--- src/rtl/parking_request_scheduler.sv ---
// parking_request_scheduler
// Queues car-elevator entry/exit requests and serves them one at a time.
// Exits win over entries and age breaks ties. The elevator moves one floor
// per cycle, loads and unloads the plate, and will not stop at a leaking
// floor. Each finished job is reported with a one-cycle done pulse.
module parking_request_scheduler #(
  parameter int DEPTH = 4
) (
  input  logic        clock,
  input  logic        reset,
  input  logic        req_valid,
  output logic        req_ready,
  input  logic        req_out,
  input  logic [15:0] req_plate,
  input  logic [2:0]  req_floor,
  input  logic        leakage,
  input  logic [2:0]  leakage_floor,
  output logic [2:0]  current_floor,
  output logic [15:0] moving,
  output logic        busy,
  output logic        done_valid,
  output logic [15:0] done_plate,
  output logic [2:0]  done_floor,
  output logic        done_out,
  output logic        reject
);

  localparam int CW = $clog2(DEPTH + 1);
  localparam int IW = $clog2(DEPTH);
  localparam logic [CW-1:0] DEPTH_C = CW'(DEPTH);

  typedef enum logic [2:0] {
    IDLE,
    TO_PICK,
    LOAD,
    TO_DROP,
    UNLOAD
  } state_t;

  state_t state;

  // Request queue, kept compacted: slot 0 is the oldest entry.
  logic [15:0]   q_plate [DEPTH];
  logic [2:0]    q_floor [DEPTH];
  logic          q_out   [DEPTH];
  logic [CW-1:0] count;

  logic [15:0]   n_plate [DEPTH];
  logic [2:0]    n_floor [DEPTH];
  logic          n_out   [DEPTH];
  logic [CW-1:0] n_count;
  logic [CW-1:0] wr_idx;

  // Latched job currently being served.
  logic [15:0] job_plate;
  logic [2:0]  job_floor;
  logic        job_out;

  logic [2:0]  leak_floor;
  logic        dup;
  logic        discard;
  logic        accept;
  logic        bad;
  logic        sel_valid;
  logic [IW-1:0] sel_idx;
  logic [15:0] sel_plate;
  logic [2:0]  sel_floor;
  logic        sel_out;
  logic        dispatch;
  logic [2:0]  pick_floor;
  logic [2:0]  drop_floor;
  logic        stall_pick;
  logic        stall_drop;

  // One-floor move toward the destination; callers never ask when already there.
  function automatic logic [2:0] step_toward(input logic [2:0] cur, input logic [2:0] dst);
    if (dst > cur) step_toward = cur + 3'd1;
    else           step_toward = cur - 3'd1;
  endfunction

  // Ready depends on the pre-edge count, so a full queue never accepts and removes on one edge.
  assign req_ready = (count < DEPTH_C) & reset;

  // Leakage floor 0 means "no leaking floor". Queued floors are never 0,
  // so a zero here can never match a job.
  assign leak_floor = (leakage && (leakage_floor != 3'd0)) ? leakage_floor : 3'd0;

  assign pick_floor = job_out ? job_floor : 3'd0;
  assign drop_floor = job_out ? 3'd0 : job_floor;
  assign stall_pick = (leak_floor != 3'd0) && (pick_floor == leak_floor);
  assign stall_drop = (leak_floor != 3'd0) && (drop_floor == leak_floor);

  // Classify an offered request: duplicate plate against queue and car, or invalid fields.
  always_comb begin
    dup = (req_plate == moving);
    for (int i = 0; i < DEPTH; i++) begin
      if ((CW'(i) < count) && (q_plate[i] == req_plate)) dup = 1'b1;
    end
    discard = (req_floor == 3'd0) || (req_plate == 16'd0) || dup;
    accept  = req_valid & req_ready & ~discard;
    bad     = req_valid & req_ready & discard;
  end

  // Pick the oldest eligible exit, or failing that the oldest eligible entry.
  always_comb begin
    logic          found_exit;
    logic          found_entry;
    logic [IW-1:0] exit_idx;
    logic [IW-1:0] entry_idx;
    found_exit  = 1'b0;
    found_entry = 1'b0;
    exit_idx    = '0;
    entry_idx   = '0;
    for (int i = 0; i < DEPTH; i++) begin
      if ((CW'(i) < count) && (q_floor[i] != leak_floor)) begin
        if (q_out[i] && !found_exit) begin
          found_exit = 1'b1;
          exit_idx   = IW'(i);
        end
        if (!q_out[i] && !found_entry) begin
          found_entry = 1'b1;
          entry_idx   = IW'(i);
        end
      end
    end
    sel_valid = found_exit | found_entry;
    sel_idx   = found_exit ? exit_idx : entry_idx;
    sel_plate = 16'd0;
    sel_floor = 3'd0;
    sel_out   = 1'b0;
    for (int i = 0; i < DEPTH; i++) begin
      if (IW'(i) == sel_idx) begin
        sel_plate = q_plate[i];
        sel_floor = q_floor[i];
        sel_out   = q_out[i];
      end
    end
  end

  assign dispatch = (state == IDLE) & sel_valid;
  assign wr_idx   = count - CW'(dispatch);

  // Next queue image: close the gap left by a dispatched job, then append an accepted request.
  always_comb begin
    n_count = wr_idx + CW'(accept);
    for (int i = 0; i < DEPTH; i++) begin
      n_plate[i] = q_plate[i];
      n_floor[i] = q_floor[i];
      n_out[i]   = q_out[i];
    end
    if (dispatch) begin
      for (int i = 0; i < DEPTH; i++) begin
        if (IW'(i) >= sel_idx) begin
          n_plate[i] = q_plate[(i + 1) % DEPTH];
          n_floor[i] = q_floor[(i + 1) % DEPTH];
          n_out[i]   = q_out[(i + 1) % DEPTH];
        end
      end
    end
    if (accept) begin
      for (int i = 0; i < DEPTH; i++) begin
        if (CW'(i) == wr_idx) begin
          n_plate[i] = req_plate;
          n_floor[i] = req_floor;
          n_out[i]   = req_out;
        end
      end
    end
  end

  // Queue storage; only the occupancy count is reset, slot contents beyond it are don't-care.
  always_ff @(posedge clock) begin
    q_plate <= n_plate;
    q_floor <= n_floor;
    q_out   <= n_out;
    if (!reset) count <= '0;
    else        count <= n_count;
  end

  // Elevator sequencer with registered status, done and reject outputs.
  always_ff @(posedge clock) begin
    if (!reset) begin
      state         <= IDLE;
      current_floor <= 3'd0;
      moving        <= 16'd0;
      busy          <= 1'b0;
      done_valid    <= 1'b0;
      done_plate    <= 16'd0;
      done_floor    <= 3'd0;
      done_out      <= 1'b0;
      reject        <= 1'b0;
      job_plate     <= 16'd0;
      job_floor     <= 3'd0;
      job_out       <= 1'b0;
    end else begin
      done_valid <= 1'b0;
      reject     <= bad;
      case (state)
        IDLE: begin
          if (sel_valid) begin
            job_plate <= sel_plate;
            job_floor <= sel_floor;
            job_out   <= sel_out;
            busy      <= 1'b1;
            state     <= TO_PICK;
          end
        end
        TO_PICK: begin
          if (!stall_pick) begin
            if (current_floor == pick_floor) state <= LOAD;
            else current_floor <= step_toward(current_floor, pick_floor);
          end
        end
        LOAD: begin
          moving <= job_plate;
          state  <= TO_DROP;
        end
        TO_DROP: begin
          if (!stall_drop) begin
            if (current_floor == drop_floor) state <= UNLOAD;
            else current_floor <= step_toward(current_floor, drop_floor);
          end
        end
        UNLOAD: begin
          moving     <= 16'd0;
          done_valid <= 1'b1;
          done_plate <= job_plate;
          done_floor <= job_floor;
          done_out   <= job_out;
          busy       <= 1'b0;
          state      <= IDLE;
        end
        default: begin
          busy  <= 1'b0;
          state <= IDLE;
        end
      endcase
    end
  end

endmodule
--- config.mk ---
export PLATFORM = sky130hd
export DESIGN_NAME = parking_request_scheduler
export DESIGN_NICKNAME = d
export VERILOG_FILES = /design/src/rtl/parking_request_scheduler.sv
export SDC_FILE = /design/constraint.sdc
export NUM_CORES = 1
export LEC_CHECK = 0
export ABC_AREA = 1
export CAP_MARGIN = 20
export CORE_MARGIN = 2
export CORE_UTILIZATION = 45
export DETAILED_ROUTE_END_ITERATION = 10
export GPL_TIMING_DRIVEN = 0
export PLACE_DENSITY = 0.67
export SLEW_MARGIN = 20
export SYNTH_ARGS = -nofsm -noshare
export SYNTH_HDL_FRONTEND = slang
export SYNTH_SLANG_ARGS = --single-unit
export TNS_END_PERCENT = 20
--- constraint.sdc ---
create_clock -name clock -period 3.5 [get_ports clock]
set_input_delay 0.35 -clock clock [delete_from_list [all_inputs] [get_ports clock]]
set_output_delay 0.35 -clock clock [all_outputs]
set_load 0.005 [all_outputs]
=== Yosys cells after proc, flatten, opt, wreduce, memory -nomap -nowiden ===
Index checks and enable logic that the tools add are counted.

* Flip-flop bits (word level): 148
* Output and inout bits: 43
* Word-level logic and storage cells: 215

* $add $sub $neg: 4
* $lt $le $gt $ge: 11
* Eq/ne operators: 30
* Mux-type cells: 95
* Bitwise logic cells: 8
* Reductions and logical operators: 42

{| class="wikitable"
|+ Operators by type and width
! cell !! number
|-
| 16-bit 2-to-1 mux || 12
|-
| 64-bit 2-to-1 mux || 2
|-
| 16-bit == test || 5
|-
| 3-bit 2-to-1 mux || 26
|-
| 1-bit 2-to-1 mux || 38
|-
| 16-bit one-hot mux with 2 select lines || 1
|-
| 12-bit 2-to-1 mux || 2
|-
| 2-bit 2-to-1 mux || 9
|-
| 1-bit logical AND || 17
|-
| 16-bit logical NOT || 1
|-
| 2-bit != test, second input constant || 7
|-
| 3-bit == test || 4
|-
| 3-bit != test || 4
|-
| 3-bit one-hot mux with 4 select lines || 1
|-
| 5-bit AND reduction || 2
|-
| 1-bit logical NOT || 9
|-
| 3-bit logical NOT || 3
|-
| 4-bit 2-to-1 mux || 2
|-
| 2-bit by 3-bit == test with 1-bit output, first input constant || 2
|-
| 3-bit by 2-bit == test with 1-bit output, second input constant || 2
|-
| 3-bit greater-than comparator || 2
|-
| 1-bit by 3-bit < comparator with 1-bit output, first input constant || 2
|-
| 2-bit by 3-bit < comparator with 1-bit output, first input constant || 2
|-
| 3-bit one-hot mux with 2 select lines || 1
|-
| 22 further kinds || 34
|}

=== Longest topological paths before layout ===
Gate-level depths: netlist (run 1).

* Depth in word-level cells: 24
* Gate-level depth with buffers: 21
* Mapped depth without buffers: 19

=== Worst setup path after synthesis (run 1) ===
OpenSTA, ideal clock, no wires.

* Path kind: input to register
* Start point: input port leakage
* End point: register q_plate[22] (netlist name)
* Data arrival time: 3,700 ps
* Path slack: -325 ps
* Cell stages on the path: 20
* Path through: buf_2 -> nand2_2 -> xor2_1 -> nand4_2 -> nand3_2 -> nand2_1 -> nor2_1 -> nand4_1 -> nand2_2 -> inv_1 -> clkbuf_1 -> ha_1 -> ha_1 -> xnor2_1 -> inv_1 -> nor3_1 -> nand4_1 -> clkbuf_1 -> nand3_1 -> o21ai_0

{| class="wikitable"
|+ RTL lines
! what !! line !! source
|-
| start, declared || 16 || <nowiki>input logic leakage,</nowiki>
|-
| end signal, assigned || 173 || <nowiki>q_plate <= n_plate;</nowiki>
|-
| end, declared || 43 || <nowiki>logic [15:0] q_plate [DEPTH];</nowiki>
|}

==> out/results.txt, run 1 <==
PortBufs: 56
Hold crit path type: in -> reg
DRC: 0
CP Launch Type: flip-flop
Cells after Synth: 1240
Net Sw Frac: 0.521
Ys flop type: dfxtp_1
Number of CTS-inserted buffers: 17
RD Place Congestion: 1.00
First-pass GRT wire length: 47100 um
Nets@finish: 1370
Hold path cells: 3
Vias in the first global route: 8409
FF+latch count, synth: 148
Warnings, synthesis: 0
Yosys top cell area share: 0.348
Final period utilization: 0.968
Top cells by area, synth: dfxtp_1 (35%), nand2_1 (11%), nand3_1 (9.7%)
Grt ovf: 0
Post-synth cell types: 43
Layout cells sized above 1: 0.112
Worst reg2reg startpoint: count[0]
Dominant cell type by area after synthesis: dfxtp_1
Post-DP HPWL: 22800 um
Antenna Violating Nets Remaining: 0
Clock Root Buffer: clkbuf_16
Post-place instance area: 0.00938 sq mm
Initial DRC Count: 1185
Via count: 9202
Leakage Power: 4.61 nW
Reg power frac: 0.228
Layout area overhead: 21.3%
Comb pwr share: 0.620
Required @ worst endpoint: 3.83 ns
Setup violations, final: 0
Starting density of the core: 0.457
Biggest fanout along the worst timing path: 5
Max-cap check violation count: 0
Top-count cell post-synth: nand2_1
Number of vias per cell: 5.83
Pwr dens: 1240 mW/mm^2
Slew Viols, Final: 0
Buf/Inv on CP: 6
Die width: 142 um
CP startpoint: count[0]
Die area: 0.0200 sq mm
Status: complete, no violations
Clock Skew: 0.0122 ns
Antenna cell count: 0
Setup TNS: 0 ns
Final instance area: 0.0103 sq mm
Crit path depth: 18
Clk Latency, worst-skew pair: 0.44 ns
Clock-pin slew on the worst setup and hold paths: 0.07 ns
CTS sink count: 148
Die Ht: 142 um
Avg Cell Area, Syn: 6.86 sq um
First-pass DRT Iterations: 8
Gr usage total: 0.304
Async S/R FF share, synth: 0
Post-synth net total: 1279
Relative slew slack: 0.540
H-tree Lvls: 4
Io pins: 70
EDFF count, synth: 0
Post-synthesis cell area: 0.00851 sq mm
Sw power: 6.69 mW
Clk pwr share: 0.151
Crit path capture type: flip-flop
Max clock buf depth: 2
WL/cell: 19.6 um
Routed wire length: 30900 um
Worst Path Class, Setup: reg -> reg
Fin crit period: 3.39 ns
Part of the Yosys area used for sequential elements: 0.348
Hold_sp: req_plate[12]
Initial antenna violation count: 0
Synth top cells by count: nand2_1 (255), nand3_1 (165), dfxtp_1 (148), inv_1 (121), a21oi_1 (79)
Cell family with most CP delay: simple AND/OR/NAND/NOR gates
Data arrival, critical path: 3.72 ns
Critical-path top delay cell: o21ai_0
CTS tree: done
Cells on worst reg2reg path: 18
Number of core rows: 50
F_max: 295 MHz
CP Cell Sequence: inv_1 > o21ai_0 > nand3_1 > inv_2 > nor2_1 > nand4_1 > nand2_4 > clkinvlp_4 > ha_1 > ha_2 > xnor2_4 > inv_2 > nor3_4 > nand4_1 > buf_4 > buf_2 > o211ai_1 > nand2_1
VDD IR max: 0.000623 V
Largest net degree at the start of global routing: 17
Hold Fails Final Rpt: 0
Total core area: 0.0186 sq mm
Worst path max stage delay: 0.54 ns
Internal power: 6.16 mW
Slew @ Worst Pin: 0.690 ns
## metal layers
layer,up-vias,share of wire,track usage
li1,4370,-,-
met1,4189,0.42,0.420
met2,572,0.43,0.463
met3,71,0.11,0.0722
met4,0,0.033,0.113
met5,-,0,0
## power by group through the flow
stage | clock [mW] | combinational [mW] | sequential [mW]
final | 1.95 | 7.97 | 2.93
after global routing | 2.01 | 8.66 | 2.98
after CTS | 1.94 | 7.47 | 2.89
after detailed placement | 0 | 7.20 | 2.91
after global placement | 0 | 7.14 | 2.90
after floorplan | 0 | 5.14 | 2.74
## worst min-delay path, delay by kind of cell
family                 cells  cell delay, ns
buffers and inverters      1            0.16
and+or+nand+nor            2            0.15
## what timing repair did
item	CTS	global route
gates cloned	0	5
setup endpoints to repair	81	81
hold endpoints to repair	0	0
pin swaps	3	7
buffers inserted	4	8
resized for setup	31	54
hold buffers	0	0
## logic make-up after synthesis
| logic type | count (synthesis) | synth area share |
|---|---|---|
| AOI/OAI and AO/OA | 255 | 0.179 |
| buffers and inverters | 207 | 0.101 |
| and+or+nand+nor | 565 | 0.299 |
| DFF | 148 | 0.348 |
| adders and majority gates | 12 | 0.0176 |
| xor gates and xnor gates | 53 | 0.0545 |
## sequential cells by signal, summed over array words and instances, names as in the netlist, 3 cells and up
| signal | count |
|---|---|
| count | 3 |
| current_floor | 3 |
| done_floor | 3 |
| done_plate | 16 |
| job_floor | 3 |
| job_plate | 16 |
| moving | 16 |
| q_floor | 12 |
| q_out | 4 |
| q_plate | 64 |
| state | 3 |
## cell usage in the layout, fill, tap and decap left out, types with 4 or more instances in the layout
cell and instances:
a21oi_1 79, a221oi_1 4, buf_2 36, buf_4 21, buf_6 11, clkbuf_1 25, clkbuf_16 17, clkdlybuf4s50_1 53
dfxtp_1 147, ha_1 11, inv_1 118, inv_6 5, inv_8 4, nand2_1 252, nand2_2 6, nand2_4 4
nand3_1 165, nand4_1 31, nor2_1 66, nor2_4 5, nor3_1 13, nor4_1 9, o211ai_1 38, o211ai_2 9
o21ai_0 77, o21ai_1 19, o22ai_1 17, xnor2_1 18, xor2_1 30, xor2_2 4
## cell type report
class | instances | area, sq um
Fill cell | 1840 | 8320
Multi-Input combinational cell | 885 | 4820
Timing Repair Buffer | 73 | 683
Sequential cell | 148 | 2970
Clock buffer | 17 | 425
Inverter | 125 | 473
Tap cell | 234 | 293
Clock inverter | 15 | 190
Buffer | 81 | 472
## worst paths after layout
check / slack [ns] / end
hold reg to reg: 0.47 / busy
setup / recovery: 0.11 / q_plate[48]
setup reg to reg: 0.11 / q_plate[48]
hold / removal: 0.27 / q_plate[60]
## metrics by stage
| stage | power [mW] | util | setup WS (ns) | hold slack, ns | std cells |
|---|---|---|---|---|---|
| 2_1_floorplan | 7.88 | - | -0.110 | 0.456 | 1240 |
| 3_3_place_gp | 10.0 | 0.503 | -1.76 | 0.457 | 1530 |
| 3_5_place_dp | 10.1 | 0.503 | -1.78 | 0.461 | 1530 |
| 4_1_cts | 12.3 | 0.542 | 0.0000666 | 0.264 | 1565 |
| 5_1_grt | 13.7 | 0.554 | -0.0105 | 0.271 | 1578 |
| 6_report | 12.8 | 0.554 | 0.111 | 0.266 | 1578 |
Note: power is estimated with default switching activity, not from simulation.
==> run 2: changes to the inputs <==
- SKIP_CTS_REPAIR_TIMING: not set -> 1
- SKIP_LAST_GASP: not set -> 1
==> run 2 against run 1 <==
  * Clock-buffer cell count did not move
  * Worst setup slack worse by 0.019 ns
  * Die area stayed put
  * Global-route usage is 0.098 points lower
  * Routed wire length rose by 0.12%
  * Highest routed layer unchanged
  * Maximum frequency shrank 0.56%
  * Clock skew grew 0.0017 ns
  * Register-to-register slack got worse by 0.02 ns
  * Cell count grew 0.63%
  * Power is 0.98% higher
  * Non-clock buffer count rose by 10
  * Critical path depth up 1
==> out/results.txt, run 2 (synthesis results as in run 1) <==
Clock-pin slew on the worst setup and hold paths: 0.07 ns (about the same)
VDD IR max: 0.000619 V (was 0.000623 V)
WL/cell: 19.5 um (was 19.6 um)
F_max: 293 MHz (was 295 MHz)
Hold EP: q_plate[60] (unchanged)
Status: complete, no violations (unchanged)
Vias in the first global route: 8375 (was 8409)
Fin crit period: 3.41 ns (was 3.39 ns)
Slew Viols, Final: 0 (unchanged)
H-tree Lvls: 4 (unchanged)
Die width: 142 um (unchanged)
Max FFs per register: 64 (unchanged)
Initial antenna violation count: 0 (unchanged)
Initial DRC Count: 1038 (was 1185)
Leakage Power: 4.66 nW (was 4.61 nW)
CTS tree: done (unchanged)
Number of core rows: 50 (unchanged)
Nets@finish: 1380 (was 1370)
Crit path capture type: flip-flop (unchanged)
Number of vias per cell: 5.83 (about the same)
Biggest fanout along the worst timing path: 6 (was 5)
DRC: 0 (unchanged)
Hold path cells: 3 (unchanged)
Layout cells sized above 1: 0.119 (was 0.112)
FF-to-FF setup slack: 0.09 ns (was 0.11 ns)
Slew @ Worst Pin: 0.693 ns (was 0.690 ns)
PortBufs: 56 (unchanged)
Hold Fails Final Rpt: 0 (unchanged)
Required @ worst endpoint: 3.83 ns (about the same)
Worst flop-to-flop path endpoint: q_plate[37] (was q_plate[48])
RSZ-0062 raised after global routing: yes
Number of CTS-inserted buffers: 17 (unchanged)
Largest Register: q_plate (unchanged)
Clock Root Buffer: clkbuf_16 (unchanged)
Worst reg2reg startpoint: count[2] (was count[0])
Die area: 0.0200 sq mm (unchanged)
Max-cap check violation count: 0 (unchanged)
CP Launch Type: flip-flop (unchanged)
First-pass DRT Iterations: 6 (was 8)
First-pass GRT wire length: 47000 um (was 47100 um)
Post-DP HPWL: 22800 um (unchanged)
Setup TNS: 0 ns (unchanged)
Via count: 9252 (was 9202)
Setup violations, final: 0 (unchanged)
RD Place Congestion: 1.00 (unchanged)
Routed wire length: 30900 um (about the same)
Final core area utilization: 0.557 (was 0.554)
Antenna cell count: 0 (unchanged)
Hold crit path type: in -> reg (unchanged)
Hold_sp: req_plate[12] (unchanged)
Antenna Violating Nets Remaining: 0 (unchanged)
Die Ht: 142 um (unchanged)
Io pins: 70 (unchanged)
Grt ovf: 0 (unchanged)
Worst Path Class, Setup: reg -> reg (unchanged)
Starting density of the core: 0.457 (unchanged)
Clock Skew: 0.0138 ns (was 0.0122 ns)
Total core area: 0.0186 sq mm (unchanged)
Largest net degree at the start of global routing: 17 (unchanged)
Cells on worst reg2reg path: 19 (was 18)
Layout area overhead: 22.0% (was 21.3%)
Most frequent cells in the layout: nand2_1 (252), nand3_1 (165), dfxtp_1 (144), inv_1 (118), a21oi_1 (79) (was nand2_1 (252), nand3_1 (165), dfxtp_1 (147), inv_1 (118), a21oi_1 (79))
Pwr dens: 1250 mW/mm^2 (was 1240 mW/mm^2)
Final period utilization: 0.974 (was 0.968)
CTS sink count: 148 (unchanged)
Gr usage total: 0.303 (was 0.304)
Relative slew slack: 0.538 (was 0.540)
Most common cell after layout, fill and taps aside: nand2_1 (unchanged)
Total power: 13.0 mW (was 12.8 mW)
Clk Latency, worst-skew pair: 0.44 ns (about the same)
Data arrival, critical path: 3.74 ns (was 3.72 ns)
Max clock buf depth: 2 (unchanged)
## run 2: cell count changes in the layout (fill, tap and decap cells not counted), sizes merged
cell / before / now
dlymetal6s2s: 2 / 3
clkdlybuf4s15: 1 / 0
buf: 70 / 80
## run 2: layout make-up
class                           instances  area [sq um]
Buffer                                 81           470
Clock buffer                           17           425
Clock inverter                         15           190
Fill cell                            1829          8260
Inverter                              125           473
Multi-Input combinational cell        885          4800
Sequential cell                       148          2970
Tap cell                              234           293
Timing Repair Buffer                   83           763
## run 2: metrics by stage
step                      area, sq um  instances  hold slack, ns  worst slack [ns]
final                           10400       1588           0.270            0.0921
after CTS                        9990       1562           0.264             -1.35
after global placement           9380       1530           0.457             -1.76
after detailed placement         9380       1530           0.461             -1.78
after floorplan                  8520       1240           0.456            -0.110
after global routing            10400       1588           0.271           -0.0926
## run 2: worst max-delay path by stage
| stage | startpoint | end | slack [ns] | cells past startpoint |
|---|---|---|---|---|
| floorplan | leakage | q_plate[33] | -0.11 | 20 |
| global placement | leakage_floor[1] | q_plate[46] | -1.76 | 22 |
| detailed placement | leakage_floor[1] | q_plate[9] | -1.78 | 22 |
| CTS | count[2] | q_plate[15] | -1.35 | 20 |
| global route | q_floor[9] | q_plate[7] | -0.09 | 19 |
| finish | count[2] | q_plate[37] | 0.09 | 19 |
## run 2: worst max-delay path: stages, from the launching register on
cell and delay, ns:
dfxtp_2 0.37, inv_1 0.11, o21ai_0 0.26, nand3_1 0.22, inv_2 0.07, nor2_1 0.10, nand4_1 0.19, nand2_4 0.17
clkinvlp_4 0.13, ha_1 0.20, ha_1 0.21, xnor2_2 0.26, buf_4 0.16, nand2_2 0.08, nor2_4 0.16, nand4_1 0.11
buf_4 0.18, buf_6 0.13, o211ai_1 0.12, nand2_1 0.08
## run 2: metal layers
layer  routed length (um)  GRT usage  vias to the layer above
met3                 3410     0.0753                       86
met4                 1080      0.110                        0
met2                13300      0.461                      551
met5                    0          0                        -
met1                13100      0.418                     4231
li1                     -          -                     4384
## run 2: report_power, final
part | total, mW | internal (mW) | switching, mW
Sequential | 2.93 | 2.36 | 0.580
Clock | 1.94 | 1.09 | 0.852
Combinational | 8.10 | 2.84 | 5.26
Total | 13.0 | 6.28 | 6.69
==> run 3: changes to the inputs <==
- CORE_ASPECT_RATIO: not set -> 0.7
- RECOVER_POWER: not set -> 25
==> run 3 against run 2 <==
  * Global-route usage increased by 3.5 points
  * Routed wire length increased by 10%
  * First-iteration DRC count increased by 30%
  * Clock skew about the same
  * Non-clock buffer count decreased by 15
  * Die area about the same
  * Utilization decreased by 1.0 points
  * Critical path type unchanged
  * Largest cell class unchanged
  * Highest routed layer unchanged
==> out/results.txt, run 3 (synthesis results as in run 1) <==
Status: complete, no violations (unchanged)
Hold_sp: req_plate[13] (was req_plate[12])
Fillers: 1848 (was 1829)
Initial DRC Count: 1348 (was 1038)
Biggest fanout along the worst timing path: 6 (unchanged)
F_max: 292 MHz (was 293 MHz)
Via count: 9483 (was 9252)
Max FFs per register: 64 (unchanged)
Max clock buf depth: 2 (unchanged)
Slew Viols, Final: 0 (unchanged)
Die width: 168 um (was 142 um)
Final core area utilization: 0.547 (was 0.557)
Largest Register: q_plate (unchanged)
Nets@finish: 1365 (was 1380)
Critical-path top delay cell: dfxtp_1 (was dfxtp_2)
Clock Root Buffer: clkbuf_16 (unchanged)
Vias in the first global route: 8683 (was 8375)
Clock Skew: 0.0139 ns (was 0.0138 ns)
Number of vias per cell: 6.00 (was 5.83)
Antenna cell count: 0 (unchanged)
RD Place Congestion: 1.09 (was 1.00)
Fin crit period: 3.42 ns (was 3.41 ns)
Final instance area: 0.0102 sq mm (was 0.0104 sq mm)
Clock-pin slew on the worst setup and hold paths: 0.07 ns (about the same)
Final period utilization: 0.978 (was 0.974)
WL/cell: 21.6 um (was 19.5 um)
Worst path max stage delay: 0.47 ns (was 0.37 ns)
Total core area: 0.0187 sq mm (was 0.0186 sq mm)
CTS sink count: 148 (unchanged)
Io pins: 70 (unchanged)
DP Worst Slack: -1.83 ns (was -1.78 ns)
Hold path cells: 3 (unchanged)
Data arrival, critical path: 3.75 ns (was 3.74 ns)
Gr usage total: 0.338 (was 0.303)
Layout cells sized above 1: 0.108 (was 0.119)
Number of core rows: 42 (was 50)
Final worst slack: 0.0779 ns (was 0.0921 ns)
Max-cap check violation count: 0 (unchanged)
Cell Count, Final, Fillers Out: 1581 (was 1588)
Number of CTS-inserted buffers: 17 (unchanged)
DRC: 0 (unchanged)
Worst Path Class, Setup: reg -> reg (unchanged)
Most frequent cells in the layout: nand2_1 (253), nand3_1 (164), dfxtp_1 (146), inv_1 (119), a21oi_1 (79) (was nand2_1 (252), nand3_1 (165), dfxtp_1 (144), inv_1 (118), a21oi_1 (79))
Relative slew slack: 0.481 (was 0.538)
CP Cell Sequence: xor2_2 > nand4_4 > nand3_2 > nand2_1 > nor2_1 > nand4_1 > nand2_4 > clkinvlp_4 > ha_1 > ha_2 > xnor2_4 > nand2_2 > nor2_4 > nand4_1 > buf_4 > buf_4 > nand3_1 > o21ai_0 (was inv_1 > o21ai_0 > nand3_1 > inv_2 > nor2_1 > nand4_1 > nand2_4 > clkinvlp_4 > ha_1 > ha_1 > xnor2_2 > buf_4 > nand2_2 > nor2_4 > nand4_1 > buf_4 > buf_6 > o211ai_1 > nand2_1)
Die area: 0.0200 sq mm (about the same)
CTS tree: done (unchanged)
PortBufs: 56 (unchanged)
Die Ht: 119 um (was 142 um)
Grt ovf: 0 (unchanged)
Starting density of the core: 0.455 (was 0.457)
Post-DP HPWL: 24200 um (was 22800 um)
Setup violations, final: 0 (unchanged)
Hold Fails Final Rpt: 0 (unchanged)
Hold crit path type: in -> reg (unchanged)
FF-to-FF setup slack: 0.08 ns (was 0.09 ns)
First-pass DRT Iterations: 6 (unchanged)
Required @ worst endpoint: 3.82 ns (was 3.83 ns)
Crit path capture type: flip-flop (unchanged)
DP Cell Count: 1538 (was 1530)
H-tree Lvls: 4 (unchanged)
CP Launch Type: flip-flop (unchanged)
Worst reg2reg startpoint: q_floor[8] (was count[2])
Routed wire length: 34100 um (was 30900 um)
Hold EP: q_plate[61] (was q_plate[60])
Initial antenna violation count: 0 (unchanged)
Largest net degree at the start of global routing: 17 (unchanged)
Antenna Violating Nets Remaining: 0 (unchanged)
Post-place instance area: 0.00939 sq mm (was 0.00938 sq mm)
Most common cell after layout, fill and taps aside: nand2_1 (unchanged)
Cells on worst reg2reg path: 18 (was 19)
Worst flop-to-flop path endpoint: q_plate[8] (was q_plate[37])
Clk Latency, worst-skew pair: 0.45 ns (was 0.44 ns)
Layout area overhead: 20.2% (was 22.0%)
Slew @ Worst Pin: 0.779 ns (was 0.693 ns)
First-pass GRT wire length: 50700 um (was 47000 um)
==> run 3: cell count changes in the layout (fill, tap and decap cells not counted), sizes merged <==
cell / previous run / this run
inv: 130 / 126
clkinv: 6 / 8
bufinv: 2 / 1
buf: 80 / 65
dlygate4sd3: 0 / 24
clkdlybuf4s50: 53 / 29
clkbuf: 45 / 48
==> run 3: worst max-delay path by stage <==
stage | from | to | slack (ns) | cells past startpoint
final | q_floor[8] | q_plate[8] | 0.08 | 18
after global routing | count[0] | q_plate[8] | -0.15 | 16
after CTS | leakage_floor[1] | q_plate[8] | -1.40 | 22
after detailed placement | leakage_floor[1] | q_plate[8] | -1.83 | 22
after global placement | leakage_floor[1] | q_plate[0] | -1.84 | 21
after floorplan | leakage | q_plate[33] | -0.11 | 20
==> run 3: critical path, delay by kind of cell (launching register included) <==
kind / cells / cell delay, ns
DFF: 1 / 0.47
xor gates and xnor gates: 2 / 0.39
adders and majority gates: 2 / 0.40
and+or+nand+nor: 10 / 1.42
buffers and inverters: 3 / 0.54
AOI/OAI and AO/OA: 1 / 0.09
==> run 3: stage by stage <==
step                      setup TNS (ns)  hold slack (ns)
final                                  0            0.238
after global routing               -3.85            0.247
after CTS                         -84.10            0.231
after detailed placement         -120.18            0.474
after global placement           -119.44            0.460
after floorplan                    -3.99            0.456
==> run 3: final cells by class <==
class                   instances  area [sq um]  share of cell area
well taps                     242           303              0.0296
flip-flops and latches        148          2970               0.290
clock buffers                  20           447              0.0437
clock inverters                12           120              0.0117
inverters                     125           473              0.0462
repair buffers                 68           656              0.0641
multi-input cells             885          4810               0.470
plain buffers                  81           453              0.0443
==> run 3: layer usage <==
metal	track usage	vias up	part of all wire	wire length [um]
li1	-	4354	-	-
met2	0.444	662	0.38	12900
met5	0	-	0	0
met1	0.484	4360	0.43	14500
met4	0.155	0	0.042	1430
met3	0.124	107	0.15	5160
Power of run 3 is not shown: default switching activity piles up to over one toggle a cycle in this logic, so the estimate is an artifact.
